<file path="src/rtl/fetch_prefetch_unit_pkg.sv">
// Shared fetch definitions: default geometry, NOP encoding, queue entry
// sizing helpers and the queue operation encoding used by fetch_queue.
package fetch_prefetch_unit_pkg;

    localparam int unsigned DEFAULT_PC_WIDTH     = 20;
    localparam int unsigned DEFAULT_INSTR_WIDTH  = 32;
    localparam int unsigned DEFAULT_PC_INCREMENT = 4;
    localparam int unsigned DEFAULT_FETCH_DEPTH  = 4;

    // Canonical no-op (addi x0, x0, 0) for stages that need a bubble filler.
    localparam logic [31:0] NOP_INSTR = 32'h0000_0013;

    // What the prefetch queue does on a given cycle.
    typedef enum logic [1:0] {
        Q_IDLE     = 2'b00,
        Q_PUSH     = 2'b01,
        Q_POP      = 2'b10,
        Q_PUSH_POP = 2'b11
    } queue_op_e;

    // A queue entry is the instruction word with its PC packed above it.
    function automatic int unsigned entry_width(input int unsigned pcw,
                                                input int unsigned iw);
        return pcw + iw;
    endfunction

    // Counters must hold the value "depth" itself, not just depth-1.
    function automatic int unsigned count_width(input int unsigned depth);
        return $clog2(depth + 1);
    endfunction

endpackage

</file>
<file path="src/rtl/fetch_prefetch_unit_if.sv">
// Bundles the instruction SRAM handshake and the IF/ID valid/ready port.
// The fetch unit is the master; memory plus decode form the slave side.
interface fetch_prefetch_unit_if
    import fetch_prefetch_unit_pkg::*;
#(
    parameter int unsigned PC_DATA_WIDTH     = DEFAULT_PC_WIDTH,
    parameter int unsigned INSTRUCTION_WIDTH = DEFAULT_INSTR_WIDTH
);

    logic                         mem_req_out;
    logic [PC_DATA_WIDTH-1:0]     mem_addr_out;
    logic                         mem_gnt_in;
    logic                         mem_rvalid_in;
    logic [INSTRUCTION_WIDTH-1:0] mem_rdata_in;

    logic                         if_valid_out;
    logic                         if_ready_in;
    logic [PC_DATA_WIDTH-1:0]     if_pc_out;
    logic [PC_DATA_WIDTH-1:0]     if_next_pc_out;
    logic [INSTRUCTION_WIDTH-1:0] if_instr_out;

    modport master (
        output mem_req_out,
        output mem_addr_out,
        input  mem_gnt_in,
        input  mem_rvalid_in,
        input  mem_rdata_in,
        output if_valid_out,
        input  if_ready_in,
        output if_pc_out,
        output if_next_pc_out,
        output if_instr_out
    );

    modport slave (
        input  mem_req_out,
        input  mem_addr_out,
        output mem_gnt_in,
        output mem_rvalid_in,
        output mem_rdata_in,
        input  if_valid_out,
        output if_ready_in,
        input  if_pc_out,
        input  if_next_pc_out,
        input  if_instr_out
    );

endinterface

</file>
<file path="src/rtl/fetch_prefetch_unit_fetch_queue.sv">
// Synchronous FIFO holding fetched {pc, instr} entries. Flush empties it in
// one cycle; push and pop may happen together, including when full.
module fetch_queue
    import fetch_prefetch_unit_pkg::*;
#(
    parameter int unsigned WIDTH = entry_width(DEFAULT_PC_WIDTH, DEFAULT_INSTR_WIDTH),
    parameter int unsigned DEPTH = DEFAULT_FETCH_DEPTH,
    parameter int unsigned CW    = count_width(DEPTH)
) (
    input  logic             clk,
    input  logic             rst_n,
    input  logic             push,
    input  logic [WIDTH-1:0] push_data,
    input  logic             pop,
    input  logic             flush,
    output logic [WIDTH-1:0] head_data,
    output logic             full,
    output logic             empty,
    output logic [CW-1:0]    count
);

    localparam int unsigned AW = (DEPTH > 1) ? $clog2(DEPTH) : 1;

    logic [AW-1:0]    rd_ptr_q, rd_ptr_d;
    logic [AW-1:0]    wr_ptr_q, wr_ptr_d;
    logic [CW-1:0]    count_q, count_d;
    logic [WIDTH-1:0] mem_q [DEPTH];
    logic             do_push;
    logic             do_pop;
    queue_op_e        op;

    assign empty     = (count_q == '0);
    assign full      = (count_q == CW'(DEPTH));
    assign count     = count_q;
    assign head_data = mem_q[rd_ptr_q];

    // Next pointer/count values; a full queue only accepts a push alongside a pop.
    always_comb begin
        do_pop   = pop & ~empty;
        do_push  = push & (~full | do_pop);
        op       = queue_op_e'({do_pop, do_push});
        rd_ptr_d = rd_ptr_q;
        wr_ptr_d = wr_ptr_q;
        count_d  = count_q;
        case (op)
            Q_PUSH: begin
                wr_ptr_d = wr_ptr_q + AW'(1);
                count_d  = count_q + CW'(1);
            end
            Q_POP: begin
                rd_ptr_d = rd_ptr_q + AW'(1);
                count_d  = count_q - CW'(1);
            end
            Q_PUSH_POP: begin
                wr_ptr_d = wr_ptr_q + AW'(1);
                rd_ptr_d = rd_ptr_q + AW'(1);
            end
            default: ;
        endcase
        if (flush) begin
            rd_ptr_d = '0;
            wr_ptr_d = '0;
            count_d  = '0;
        end
    end

    // Pointer and occupancy registers.
    always_ff @(posedge clk or negedge rst_n) begin
        if (!rst_n) begin
            rd_ptr_q <= '0;
            wr_ptr_q <= '0;
            count_q  <= '0;
        end else begin
            rd_ptr_q <= rd_ptr_d;
            wr_ptr_q <= wr_ptr_d;
            count_q  <= count_d;
        end
    end

    // Entry storage; contents are only observed while count is non-zero.
    always_ff @(posedge clk) begin
        if (do_push && !flush) begin
            mem_q[wr_ptr_q] <= push_data;
        end
    end

endmodule

</file>
<file path="src/rtl/fetch_prefetch_unit.sv">
// Instruction fetch stage: issues sequential PCs to instruction SRAM, tags
// in-order responses with their PC, buffers them in a prefetch queue and
// hands them to IF/ID. A redirect restarts fetch and discards everything
// still in flight at that moment.
module fetch_prefetch_unit
    import fetch_prefetch_unit_pkg::*;
#(
    parameter int unsigned              PC_DATA_WIDTH      = DEFAULT_PC_WIDTH,
    parameter int unsigned              INSTRUCTION_WIDTH  = DEFAULT_INSTR_WIDTH,
    parameter logic [PC_DATA_WIDTH-1:0] PC_INITIAL_ADDRESS = '0,
    parameter int unsigned              PC_INCREMENT       = DEFAULT_PC_INCREMENT,
    parameter int unsigned              FETCH_DEPTH        = DEFAULT_FETCH_DEPTH
) (
    input  logic                     clk,
    input  logic                     rst_n,
    input  logic                     fetch_en_in,
    input  logic                     redirect_in,
    input  logic [PC_DATA_WIDTH-1:0] redirect_pc_in,
    fetch_prefetch_unit_if.master    bus
);

    localparam int unsigned PCW = PC_DATA_WIDTH;
    localparam int unsigned IW  = INSTRUCTION_WIDTH;
    localparam int unsigned EW  = entry_width(PCW, IW);
    localparam int unsigned CW  = count_width(FETCH_DEPTH);

    localparam logic [PCW-1:0] PC_STEP     = PCW'(PC_INCREMENT);
    localparam logic [CW:0]    DEPTH_LIMIT = (CW + 1)'(FETCH_DEPTH);

    logic [PCW-1:0] pc_q, pc_d;
    logic [PCW-1:0] resp_pc_q, resp_pc_d;
    logic [CW-1:0]  out_q, out_d;
    logic [CW-1:0]  disc_q, disc_d;

    logic           req;
    logic           issue;
    logic           rsp_ok;
    logic           q_push;
    logic           q_pop;
    logic           q_flush;
    logic [CW:0]    credit_sum;
    logic [EW-1:0]  q_push_data;
    logic [EW-1:0]  q_head;
    logic           q_full;
    logic           q_empty;
    logic [CW-1:0]  q_count;
    logic [PCW-1:0] head_pc;
    logic [IW-1:0]  head_instr;

    // Request/credit handshake: queued plus in-flight words never exceed the
    // queue depth, so every accepted response is guaranteed a free slot.
    always_comb begin
        credit_sum  = {1'b0, q_count} + {1'b0, out_q};
        req         = rst_n & fetch_en_in & ~redirect_in & (credit_sum < DEPTH_LIMIT);
        issue       = req & bus.mem_gnt_in;
        rsp_ok      = bus.mem_rvalid_in & (out_q != '0);
        q_push      = rsp_ok & (disc_q == '0) & ~redirect_in;
        q_pop       = ~q_empty & bus.if_ready_in & ~redirect_in;
        q_flush     = redirect_in;
        q_push_data = {resp_pc_q, bus.mem_rdata_in};
    end

    // Next-state for PCs and the outstanding/discard counters; a redirect
    // marks every request still in flight after this edge as stale.
    always_comb begin
        pc_d      = pc_q;
        resp_pc_d = resp_pc_q;
        out_d     = out_q + CW'(issue) - CW'(rsp_ok);
        disc_d    = disc_q;
        if (redirect_in) begin
            pc_d      = redirect_pc_in;
            resp_pc_d = redirect_pc_in;
            disc_d    = out_d;
        end else begin
            if (issue) begin
                pc_d = pc_q + PC_STEP;
            end
            if (q_push) begin
                resp_pc_d = resp_pc_q + PC_STEP;
            end
            if (rsp_ok && (disc_q != '0)) begin
                disc_d = disc_q - CW'(1);
            end
        end
    end

    // Fetch state registers.
    always_ff @(posedge clk or negedge rst_n) begin
        if (!rst_n) begin
            pc_q      <= PC_INITIAL_ADDRESS;
            resp_pc_q <= PC_INITIAL_ADDRESS;
            out_q     <= '0;
            disc_q    <= '0;
        end else begin
            pc_q      <= pc_d;
            resp_pc_q <= resp_pc_d;
            out_q     <= out_d;
            disc_q    <= disc_d;
        end
    end

    fetch_queue #(
        .WIDTH (EW),
        .DEPTH (FETCH_DEPTH),
        .CW    (CW)
    ) u_queue (
        .clk       (clk),
        .rst_n     (rst_n),
        .push      (q_push),
        .push_data (q_push_data),
        .pop       (q_pop),
        .flush     (q_flush),
        .head_data (q_head),
        .full      (q_full),
        .empty     (q_empty),
        .count     (q_count)
    );

    assign head_pc    = q_head[EW-1 -: PCW];
    assign head_instr = q_head[IW-1:0];

    assign bus.mem_req_out    = req;
    assign bus.mem_addr_out   = pc_q;
    assign bus.if_valid_out   = ~q_empty;
    assign bus.if_pc_out      = q_empty ? '0 : head_pc;
    assign bus.if_next_pc_out = q_empty ? '0 : (head_pc + PC_STEP);
    assign bus.if_instr_out   = q_empty ? '0 : head_instr;

    // A response with nothing outstanding indicates a broken memory model.
    a_no_orphan_response : assert property (
        @(posedge clk) disable iff (!rst_n) bus.mem_rvalid_in |-> (out_q != '0)
    );

    // The credit rule must keep pushes from ever landing on a full queue.
    a_no_overflow : assert property (
        @(posedge clk) disable iff (!rst_n) q_push |-> (!q_full || q_pop)
    );

endmodule
</file>
<file path="src/flat_wrapper.sv">
// flat-port wrapper written by rule: the top's interface ports become plain ports
module fetch_prefetch_unit_flat import fetch_prefetch_unit_pkg::*;
#(
    parameter int unsigned              PC_DATA_WIDTH      = DEFAULT_PC_WIDTH,
    parameter int unsigned              INSTRUCTION_WIDTH  = DEFAULT_INSTR_WIDTH,
    parameter logic [PC_DATA_WIDTH-1:0] PC_INITIAL_ADDRESS = '0,
    parameter int unsigned              PC_INCREMENT       = DEFAULT_PC_INCREMENT,
    parameter int unsigned              FETCH_DEPTH        = DEFAULT_FETCH_DEPTH
)
  (clk, rst_n, fetch_en_in, redirect_in, redirect_pc_in, bus_mem_req_out, bus_mem_addr_out, bus_mem_gnt_in, bus_mem_rvalid_in, bus_mem_rdata_in, bus_if_valid_out, bus_if_ready_in, bus_if_pc_out, bus_if_next_pc_out, bus_if_instr_out);
  fetch_prefetch_unit_if #(.PC_DATA_WIDTH(PC_DATA_WIDTH), .INSTRUCTION_WIDTH(INSTRUCTION_WIDTH)) bus_i ();
  input  logic clk;
  input  logic rst_n;
  input  logic fetch_en_in;
  input  logic redirect_in;
  input  logic [PC_DATA_WIDTH-1:0] redirect_pc_in;
  output wire logic [$bits(bus_i.mem_req_out)-1:0] bus_mem_req_out;
  output wire logic [$bits(bus_i.mem_addr_out)-1:0] bus_mem_addr_out;
  input wire logic [$bits(bus_i.mem_gnt_in)-1:0] bus_mem_gnt_in;
  input wire logic [$bits(bus_i.mem_rvalid_in)-1:0] bus_mem_rvalid_in;
  input wire logic [$bits(bus_i.mem_rdata_in)-1:0] bus_mem_rdata_in;
  output wire logic [$bits(bus_i.if_valid_out)-1:0] bus_if_valid_out;
  input wire logic [$bits(bus_i.if_ready_in)-1:0] bus_if_ready_in;
  output wire logic [$bits(bus_i.if_pc_out)-1:0] bus_if_pc_out;
  output wire logic [$bits(bus_i.if_next_pc_out)-1:0] bus_if_next_pc_out;
  output wire logic [$bits(bus_i.if_instr_out)-1:0] bus_if_instr_out;
  assign bus_mem_req_out = bus_i.mem_req_out;
  assign bus_mem_addr_out = bus_i.mem_addr_out;
  assign bus_i.mem_gnt_in = bus_mem_gnt_in;
  assign bus_i.mem_rvalid_in = bus_mem_rvalid_in;
  assign bus_i.mem_rdata_in = bus_mem_rdata_in;
  assign bus_if_valid_out = bus_i.if_valid_out;
  assign bus_i.if_ready_in = bus_if_ready_in;
  assign bus_if_pc_out = bus_i.if_pc_out;
  assign bus_if_next_pc_out = bus_i.if_next_pc_out;
  assign bus_if_instr_out = bus_i.if_instr_out;
  fetch_prefetch_unit #(.PC_DATA_WIDTH(PC_DATA_WIDTH), .INSTRUCTION_WIDTH(INSTRUCTION_WIDTH), .PC_INITIAL_ADDRESS(PC_INITIAL_ADDRESS), .PC_INCREMENT(PC_INCREMENT), .FETCH_DEPTH(FETCH_DEPTH)) u_core (.clk(clk), .rst_n(rst_n), .fetch_en_in(fetch_en_in), .redirect_in(redirect_in), .redirect_pc_in(redirect_pc_in), .bus(bus_i));
endmodule
</file>
<file path="config.mk">
export PLATFORM = sky130hd
export DESIGN_NAME = fetch_prefetch_unit_flat
export DESIGN_NICKNAME = d
export VERILOG_FILES = /design/src/rtl/fetch_prefetch_unit_pkg.sv /design/src/rtl/fetch_prefetch_unit_if.sv /design/src/rtl/fetch_prefetch_unit_fetch_queue.sv /design/src/rtl/fetch_prefetch_unit.sv /design/src/flat_wrapper.sv
export SDC_FILE = /design/constraint.sdc
export NUM_CORES = 1
export LEC_CHECK = 0
export ABC_AREA = 0
export ABC_CLOCK_PERIOD_IN_PS = 5400
export CAP_MARGIN = 20
export CORE_MARGIN = 4
export CORE_UTILIZATION = 48
export CTS_CLUSTER_SIZE = 24
export DETAILED_ROUTE_END_ITERATION = 8
export GPL_TIMING_DRIVEN = 0
export MAX_ROUTING_LAYER = met4
export PLACE_DENSITY_LB_ADDON = 0.2
export SLEW_MARGIN = 25
export SYNTH_ARGS = -nofsm -noshare
export SYNTH_HDL_FRONTEND = slang
export SYNTH_SLANG_ARGS = --single-unit
</file>
<file path="constraint.sdc">
create_clock -name clk -period 5.4 [get_ports clk]
set_input_delay 1.08 -clock clk [delete_from_list [all_inputs] [get_ports clk]]
set_output_delay 1.08 -clock clk [all_outputs]
set_load 0.02 [all_outputs]
</file>
== Word-level counts from Yosys, hierarchy flattened ==
Memories as Yosys holds them, arrays and structs flattened.
Cells that the tools add are included.
Word-level totals
  register bits after elaboration: 53
  bits in writable memories: 208
  input port bits: 59
  output and inout bits: 94
  logic and storage cells: 71
  memories: 1
Operators by class
  add/subtract/negate cells: 11
  $lt $le $gt $ge: 1
  equality and inequality tests: 4
  mux-type cells: 17
  bitwise logic cells: 15
  reduce and logical (&&, ||, !) cells: 15
Memories
  u_core.u_queue.mem_q: depth 4, bits a word 52, rd ports 1, clocked after memory_dff 0, write ports 1, line fetch_prefetch_unit_fetch_queue.sv:27  | logic [WIDTH-1:0] mem_q [DEPTH];
Operator list (number)
  $mux 20: 6
  $add 20x3->20 const B: 3
  $mux 32: 1
  $and 1x1->1: 11
  $reduce_bool 2->1: 5
  $mux 3: 3
  $reduce_bool 3->1: 3
  $mux 2: 4
  $logic_not 3->1: 2
  $pmux 3 s2: 1
  $sub 3x1->3 const B: 2
  $add 2x1->2 const B: 2
  $add 3x3->4: 1
  $eq 2x2->1 const B: 2
  $lt 4x3->1 const B: 1
  $reduce_or 2->1: 2
  $add 3x1->3: 1
  $add 3x1->3 const B: 1
  $eq 3x3->1 const B: 1
  $not 1->1: 3
  $sub 3x1->3: 1
  $eq 2x1->1 const B: 1
  $logic_and 1x1->1: 2
  $mux 1: 2
  other kinds (2): 2

== Depth between registers and ports, before layout ==
Gate-level depths: netlist of run 1.
  word-level depth: 11
  depth in mapped cells: 12
  mapped depth without buffers: 10

== Cells and area by module ==
A second synthesis of run 1 with hierarchy kept.
Second synthesis, totals
  cells, all modules: 759
  area total of the unflattened synthesis: 11483.5 µm²
Modules (own cells, without submodules)
  fetch_queue: instances 1, cells an instance 335, area an instance 8042.7 µm², sequential area each 6421.2 µm²
  fetch_prefetch_unit: instances 1, cells an instance 424, area an instance 3440.8 µm², sequential area each 1151.1 µm²

== Least setup slack after synthesis of run 1 ==
Ideal clock, no wire load.
  path kind: input -> register
  start: in bus_mem_rvalid_in
  end: mem u_core.u_queue.mem_q[0][0] in the netlist's numbering, enable pin
  library setup time: 415 ps
  arrival time: 3236 ps
  required time: 4985 ps
  setup slack: 1749 ps
  stages on the path: 5
  buffers on the path: 0
  path through: o31ai_1 -> inv_1 -> nand2_1 -> nor3_1 -> and2_1
On the way
  longest elaborated chain between the ends: 7
Ends and longest elaborated chain
  start, declared: line flat_wrapper.sv:20  | input wire logic [$bits(bus_i.mem_rvalid_in)-1:0] bus_mem_rvalid_in;
  $and 1x1->1: line fetch_prefetch_unit.sv:56  | rsp_ok = bus.mem_rvalid_in & (out_q != '0);
  $and 1x1->1 (2 in series): line fetch_prefetch_unit.sv:57  | q_push = rsp_ok & (disc_q == '0) & ~redirect_in;
  $and 1x1->1: line fetch_prefetch_unit_fetch_queue.sv:40  | do_push = push & (~full | do_pop);
  $logic_and 1x1->1: line fetch_prefetch_unit_fetch_queue.sv:82  | if (do_push && !flush) begin
  $mux 1: line fetch_prefetch_unit_fetch_queue.sv:82
  $mux 1 (implied by the code): line fetch_prefetch_unit_fetch_queue.sv:83  | mem_q[wr_ptr_q] <= push_data;
  end, declared: line fetch_prefetch_unit_fetch_queue.sv:27
No other way between the ends.

== Final worst setup path of run 1 ==
  start: reg u_core.u_queue.rd_ptr_q[1]
  end: out bus_if_pc_out[0]
On the way
  longest elaborated chain between the ends: 2
Ends and longest elaborated chain
  start, declared: line fetch_prefetch_unit_fetch_queue.sv:24  | logic [AW-1:0] rd_ptr_q, rd_ptr_d;
  start signal, assigned: line fetch_prefetch_unit_fetch_queue.sv:74  | rd_ptr_q <= rd_ptr_d;
  $mem_v2 4x52
  $mux 20: line fetch_prefetch_unit.sv:125  | assign bus.if_pc_out = q_empty ? '0 : head_pc;
  end, declared: line flat_wrapper.sv:24  | output wire logic [$bits(bus_i.if_pc_out)-1:0] bus_if_pc_out;
No other way between the ends.

==> impl_metrics.tcl, run 1 <==
set metrics [dict create \
    die_w_um 161 \
    r2r_cells 9 \
    h-tree-depth 1 \
    syn-num-nets 803 \
    areaGrowthSynthToFinish_pct 25.5 \
    cts_buffer_depth 3 \
    via_count 6716 \
    synth.avg_cell_area_um2 15.5 \
    synth_seq_area_share 0.670 \
    peakVddDrop_uv 225 \
    synth_top_area_frac 0.553 \
    gp_congestion 0.845 \
    viasPerCell 5.40 \
    critical_path_class "flop to primary output" \
    postCtsSetupRepairBufs 0 \
    skew_ps 7.69 \
    leakage_nw 4.81 \
    endpoint_kind "primary output" \
    p_sw_w 0.00147 \
    synth-edff-count 208 \
    finalSetupTns_ps 0 \
    rsz0062_at_grt "false" \
    first_iter_violations 412 \
    syn_inst 729 \
    finalNetCount 987 \
    clkTransAtPathRegs_ps 60 \
    routed_wirelength_um 23800 \
    grt_max_degree 51 \
    internal_power_w 0.00398 \
    worstPathArrival_ps 4100 \
    grt_overflow_total 0 \
    cts_tree "yes" \
    synth_seq_cells 261 \
    placed_area_um2 13300 \
    pwr-share-comb 0.236 \
    final_layout_size_suffix_gt1_frac 0.136 \
    seq_power_share 0.438 \
    cts.sinks 261 \
    max-slew-margin-rel 0.389 \
    rows 55 \
    layout_common_cells "edfxtp_1, clkdlybuf4s50_1, and2_1" \
    start_util 0.493 \
    fmax_ghz 0.193 \
    setup_viol 0 \
    antenna_found_initial 0 \
    worst_slew_pin_slew_ps 911 \
    synth.area.top_cells "edfxtp_1, dfrtp_1, mux4_2" \
    yosysTopAreaCell "edfxtp_1" \
    drv_cap 0 \
    die-area_um2 26100 \
    pwr-share-clk 0.326 \
    fin_crit_ps 5180 \
    setup.reg_to_reg.worst_slack_ps 1640 \
    status "finished, final reports clean" \
    synth_area_um2 11300 \
    insertion_delay_ps 520 \
    wl_per_cell_um 19.2 \
    layout_commonest_cell "edfxtp_1" \
    ios 153 \
    cts-resized-gates 0 \
    finalHoldViolCount 0 \
    fin_area_um2 14200 \
    yosysWarnings 0 \
    grt_pass1_vias 6719 \
    hold_path.class "input port to async pin" \
    hpwl_um 16000 \
    crit_fanout 10 \
    grt_pass1_wl_um 37300 \
    synth.distinct_cells 54 \
    synth_ff_type "edfxtp_1" \
    die_y_um 161 \
    core_area_um2 22900 \
    grt_usage 0.188 \
    min_period_over_period 0.959 \
    postCtsHoldBufs 0 \
    antenna_cells 0 \
    ys_async_sr_fraction 0.203 \
    cts_root_buffer "clkbuf_16" \
    fin_total_pwr_w 0.00544 \
    portBuffers 151 \
    drv_slew 0 \
    switching_share 0.269 \
    worst_setup_path_start_kind "flop" \
    ant_nets 0 \
    cts_buffers 26 \
    remaining_drc_errors 0 \
    critPathRequiredTime_ps 4320 \
    drt-pass1-iter-count 6 \
    power.density_nw_per_um2 384 \
]
-- registers in the layout (all words and copies together) (netlist names) --
| register | flops |
|---|---|
| u_core.out_q | 3 |
| u_core.u_queue.count | 3 |
| u_core.disc_q | 3 |
| u_core.bus.mem_addr_out | 20 |
| u_core.u_queue.rd_ptr_q | 2 |
| u_core.resp_pc_q | 20 |
| u_core.u_queue.wr_ptr_q | 2 |
| u_core.u_queue.mem_q | 208 |
-- per-layer routing --
metal	wire length, um	global-route usage	up-vias
met3	1610	0.0296	30
met2	11400	0.295	242
met1	10400	0.266	3306
li1	-	-	3138
met4	354	0.0357	0
met5	0	-	-
-- power groups by stage --
stage          Sequential [W]  Combinational [W]  Clock [W]
4_1_cts               0.00239            0.00131    0.00182
2_1_floorplan         0.00242           0.000756          0
6_report              0.00239            0.00129    0.00177
5_1_grt               0.00240            0.00140    0.00191
3_3_place_gp          0.00242            0.00128          0
3_5_place_dp          0.00243            0.00130          0
-- path summary, 6_finish.rpt --
kind                                                             start                                      end
worst max register to register     u_core.u_queue.count[0]$_DFFE_PN0P_      u_core.u_queue.count[1]$_DFFE_PN0P_
min in group clk                       u_core.resp_pc_q[0]$_DFFE_PN0P_    u_core.u_queue.mem_q[0][32]$_DFFE_PP_
worst min-delay path                                             rst_n  u_core.bus.mem_addr_out[17]$_DFFE_PN0P_
max in group asynchronous                                        rst_n          u_core.resp_pc_q[1]$_DFFE_PN0P_
worst min register to register         u_core.resp_pc_q[0]$_DFFE_PN0P_    u_core.u_queue.mem_q[0][32]$_DFFE_PP_
worst max-delay path            u_core.u_queue.rd_ptr_q[1]$_DFFE_PN0P_                         bus_if_pc_out[0]
-- cell families after synthesis --
kind of cell / count (synthesis) / synth area share
AOI/OAI and AO/OA: 67 / 0.0348
muxes: 65 / 0.116
DFF: 261 / 0.670
and+or+nand+nor: 222 / 0.105
xor gates and xnor gates: 40 / 0.0310
adders and majority gates: 15 / 0.0179
buffers and inverters: 59 / 0.0249
-- final cells by class --
| cell class | count | area, um^2 |
|---|---|---|
| Clock buffer | 36 | 729 |
| Sequential cell | 261 | 7570 |
| Tap cell | 313 | 392 |
| Inverter | 22 | 87.6 |
| Fill cell | 1709 | 8730 |
| Timing Repair Buffer | 156 | 1630 |
| Multi-Input combinational cell | 409 | 3450 |
| Buffer | 37 | 194 |
| Clock inverter | 10 | 120 |
-- worst max-delay path: stages (launching register included) --
cell and delay [ps]:
dfrtp_1 320, clkbuf_1 440, buf_2 390, buf_1 570
buf_1 580, mux4_2 410, and2_1 200, buf_4 130
clkdlybuf4s50_1 530
-- stage by stage --
stage	hold slack (ps)	setup WS, ps	cells	utilization
6_report	360	224	1244	0.619
2_1_floorplan	476	1750	729	-
3_3_place_gp	508	-155	1193	0.576
3_5_place_dp	520	762	1198	0.582
4_1_cts	343	136	1244	0.619
5_1_grt	338	36.8	1244	0.619
-- Yosys cell counts (2+ instances only) --
library cell,instances
or3_1,6
o31ai_1,2
buf_2,7
a31oi_1,6
a21oi_1,12
and3_1,9
edfxtp_1,208
mux4_2,52
clkbuf_1,21
dfrtp_1,53
o211ai_1,3
nand4_1,10
nand2_1,46
nor2_1,34
nor4b_1,2
buf_6,2
a211oi_1,2
nand3_1,23
buf_1,2
nor4_1,4
and4_1,3
fa_1,2
mux2_2,11
mux2i_1,2
o21ai_0,33
buf_4,4
nor3_1,12
inv_1,19
o311ai_1,2
xor2_1,17
and2_1,62
ha_1,13
xnor2_1,23
nor3b_1,2
Power figures use the tool's default switching activity.
==> inputs of run 2 (changes only) <==
==> constraint.sdc (replaced) <==
create_clock -name clk -period 5.4 [get_ports clk]
set_input_delay 1.62 -clock clk [delete_from_list [all_inputs] [get_ports clk]]
set_output_delay 1.62 -clock clk [all_outputs]
set_load 0.02 [all_outputs]
==> impl_metrics.tcl, run 2 (synthesis gave the netlist of run 1 again) <==
set metrics [dict create \
    critical_path_class "flop to primary output" \
    seq_power_share 0.438 \
    rows 55 \
    die_y_um 161 \
    first_iter_violations 478 \
    fin_total_pwr_w 0.00545 \
    routed_wirelength_um 23900 \
    clkTransAtPathRegs_ps 60 \
    critPathRequiredTime_ps 3780 \
    die-area_um2 26100 \
    wl_per_cell_um 19.2 \
    switching_share 0.269 \
    fin_crit_ps 5260 \
    ant_nets 0 \
    min_period_over_period 0.973 \
    grt_util_met2 0.295 \
    pwr-share-clk 0.326 \
    hold_path.class "flop to flop" \
    multiInputGateArea_um2 3450 \
    skew_ps 8.98 \
    viasPerCell 5.40 \
    seqCellArea_um2 7570 \
    finalNetCount 986 \
    cts_tree "yes" \
    busiest_layer "met2" \
    grt_use_met1 0.266 \
    grt_usage 0.188 \
    worstPathArrival_ps 3640 \
    portBuffers 151 \
    internal_power_w 0.00398 \
    areaGrowthSynthToFinish_pct 25.5 \
    grt_pass1_wl_um 37300 \
    core_area_um2 22900 \
    finalSetupTns_ps 0 \
    ios 153 \
    leakage_nw 4.82 \
    pwr-share-comb 0.236 \
    layout_commonest_cell "edfxtp_1" \
    grtUsageMet3 0.0296 \
    endpoint_kind "primary output" \
    grt_pass1_vias 6710 \
    drv_slew 0 \
    setup_viol 0 \
    die_w_um 161 \
    grt_max_degree 51 \
    cts_buffers 26 \
    power.density_nw_per_um2 384 \
    cts_buffer_depth 3 \
    cts.sinks 261 \
    start_util 0.493 \
    postCtsHoldBufs 0 \
    crit_fanout 10 \
    gp_congestion 0.845 \
    r2r_start "u_core.u_queue.count[0]$_DFFE_PN0P_" \
    n_fill_cell 1707 \
    final_layout_size_suffix_gt1_frac 0.140 \
    r2r_cells 9 \
    crit_start "u_core.u_queue.rd_ptr_q[1]$_DFFE_PN0P_" \
    cts_root_buffer "clkbuf_16" \
    remaining_drc_errors 0 \
    grt_overflow_total 0 \
    p_sw_w 0.00147 \
    status "finished, final reports clean" \
    max-slew-margin-rel 0.394 \
    fmax_ghz 0.190 \
    cts-resized-gates 3 \
    finalHoldViolCount 0 \
    layout_common_cells "edfxtp_1, clkdlybuf4s50_1, and2_1" \
    hpwl_um 16000 \
    worst_setup_path_start_kind "flop" \
    largest_register_ffs 208 \
    h-tree-depth 1 \
    antenna_cells 0 \
    timing.rr.end "u_core.u_queue.count[1]$_DFFE_PN0P_" \
    regMostFlops "u_core.u_queue.mem_q" \
    via_count 6717 \
    setup.reg_to_reg.worst_slack_ps 1960 \
    antenna_found_initial 0 \
    worst_slew_pin_slew_ps 904 \
    setup.worst_path.end "bus_if_next_pc_out[18]" \
    rsz0062_at_grt "false" \
    peakVddDrop_uv 225 \
    insertion_delay_ps 520 \
    postCtsSetupRepairBufs 0 \
    drv_cap 0 \
    drt-pass1-iter-count 5 \
]
==> run 2: area by class of cell <==
cell class | count | share of cell area
multi-input cells | 409 | 0.244
clock inverters | 10 | 0.00847
clock buffers | 36 | 0.0514
flip-flops and latches | 261 | 0.534
repair buffers | 156 | 0.115
plain buffers | 36 | 0.0136
well taps | 313 | 0.0276
inverters | 22 | 0.00626
==> run 2: per-layer routing <==
layer / vias to the layer above / wire (um) / part of all wire
met4: 0 / 357 / 0.015
met1: 3319 / 10500 / 0.44
met5: - / 0 / 0
met2: 232 / 11400 / 0.48
met3: 32 / 1570 / 0.066
li1: 3134 / - / -
==> run 2: worst max-delay path, cell delays in order (launching register included) <==
cell and delay, ps:
dfrtp_1 600, buf_2 370, mux4_2 320, ha_1 270, nand3_1 270, or3_1 420
a21oi_1 220, clkdlybuf4s50_1 640
==> run 2: through the flow <==
stage,instances,utilization,cell area [um^2],hold WS [ps],setup slack (ps)
2_1_floorplan,729,-,11300,476,1020
3_3_place_gp,1193,0.576,13200,508,-1230
3_5_place_dp,1198,0.582,13300,520,222
4_1_cts,1243,0.619,14200,537,110
5_1_grt,1243,0.619,14200,552,6.01
6_report,1243,0.619,14200,531,144
==> run 2: worst min path at each step <==
stage / from / endpoint / depth (start not counted)
global route: u_core.resp_pc_q[1]$_DFFE_PN0P_ / u_core.u_queue.mem_q[1][33]$_DFFE_PP_ / 0
global placement: u_core.resp_pc_q[1]$_DFFE_PN0P_ / u_core.u_queue.mem_q[3][33]$_DFFE_PP_ / 0
floorplan: u_core.resp_pc_q[0]$_DFFE_PN0P_ / u_core.u_queue.mem_q[0][32]$_DFFE_PP_ / 0
detailed placement: u_core.resp_pc_q[0]$_DFFE_PN0P_ / u_core.u_queue.mem_q[0][32]$_DFFE_PP_ / 0
finish: u_core.resp_pc_q[1]$_DFFE_PN0P_ / u_core.u_queue.mem_q[2][33]$_DFFE_PP_ / 0
CTS: u_core.resp_pc_q[1]$_DFFE_PN0P_ / u_core.u_queue.mem_q[2][33]$_DFFE_PP_ / 0
==> run 2: power by group through the flow <==
stage	Sequential (W)	Combinational, W	Clock (W)
2_1_floorplan	0.00242	0.000756	0
3_3_place_gp	0.00242	0.00128	0
3_5_place_dp	0.00243	0.00130	0
4_1_cts	0.00239	0.00131	0.00182
5_1_grt	0.00240	0.00140	0.00191
6_report	0.00239	0.00128	0.00178
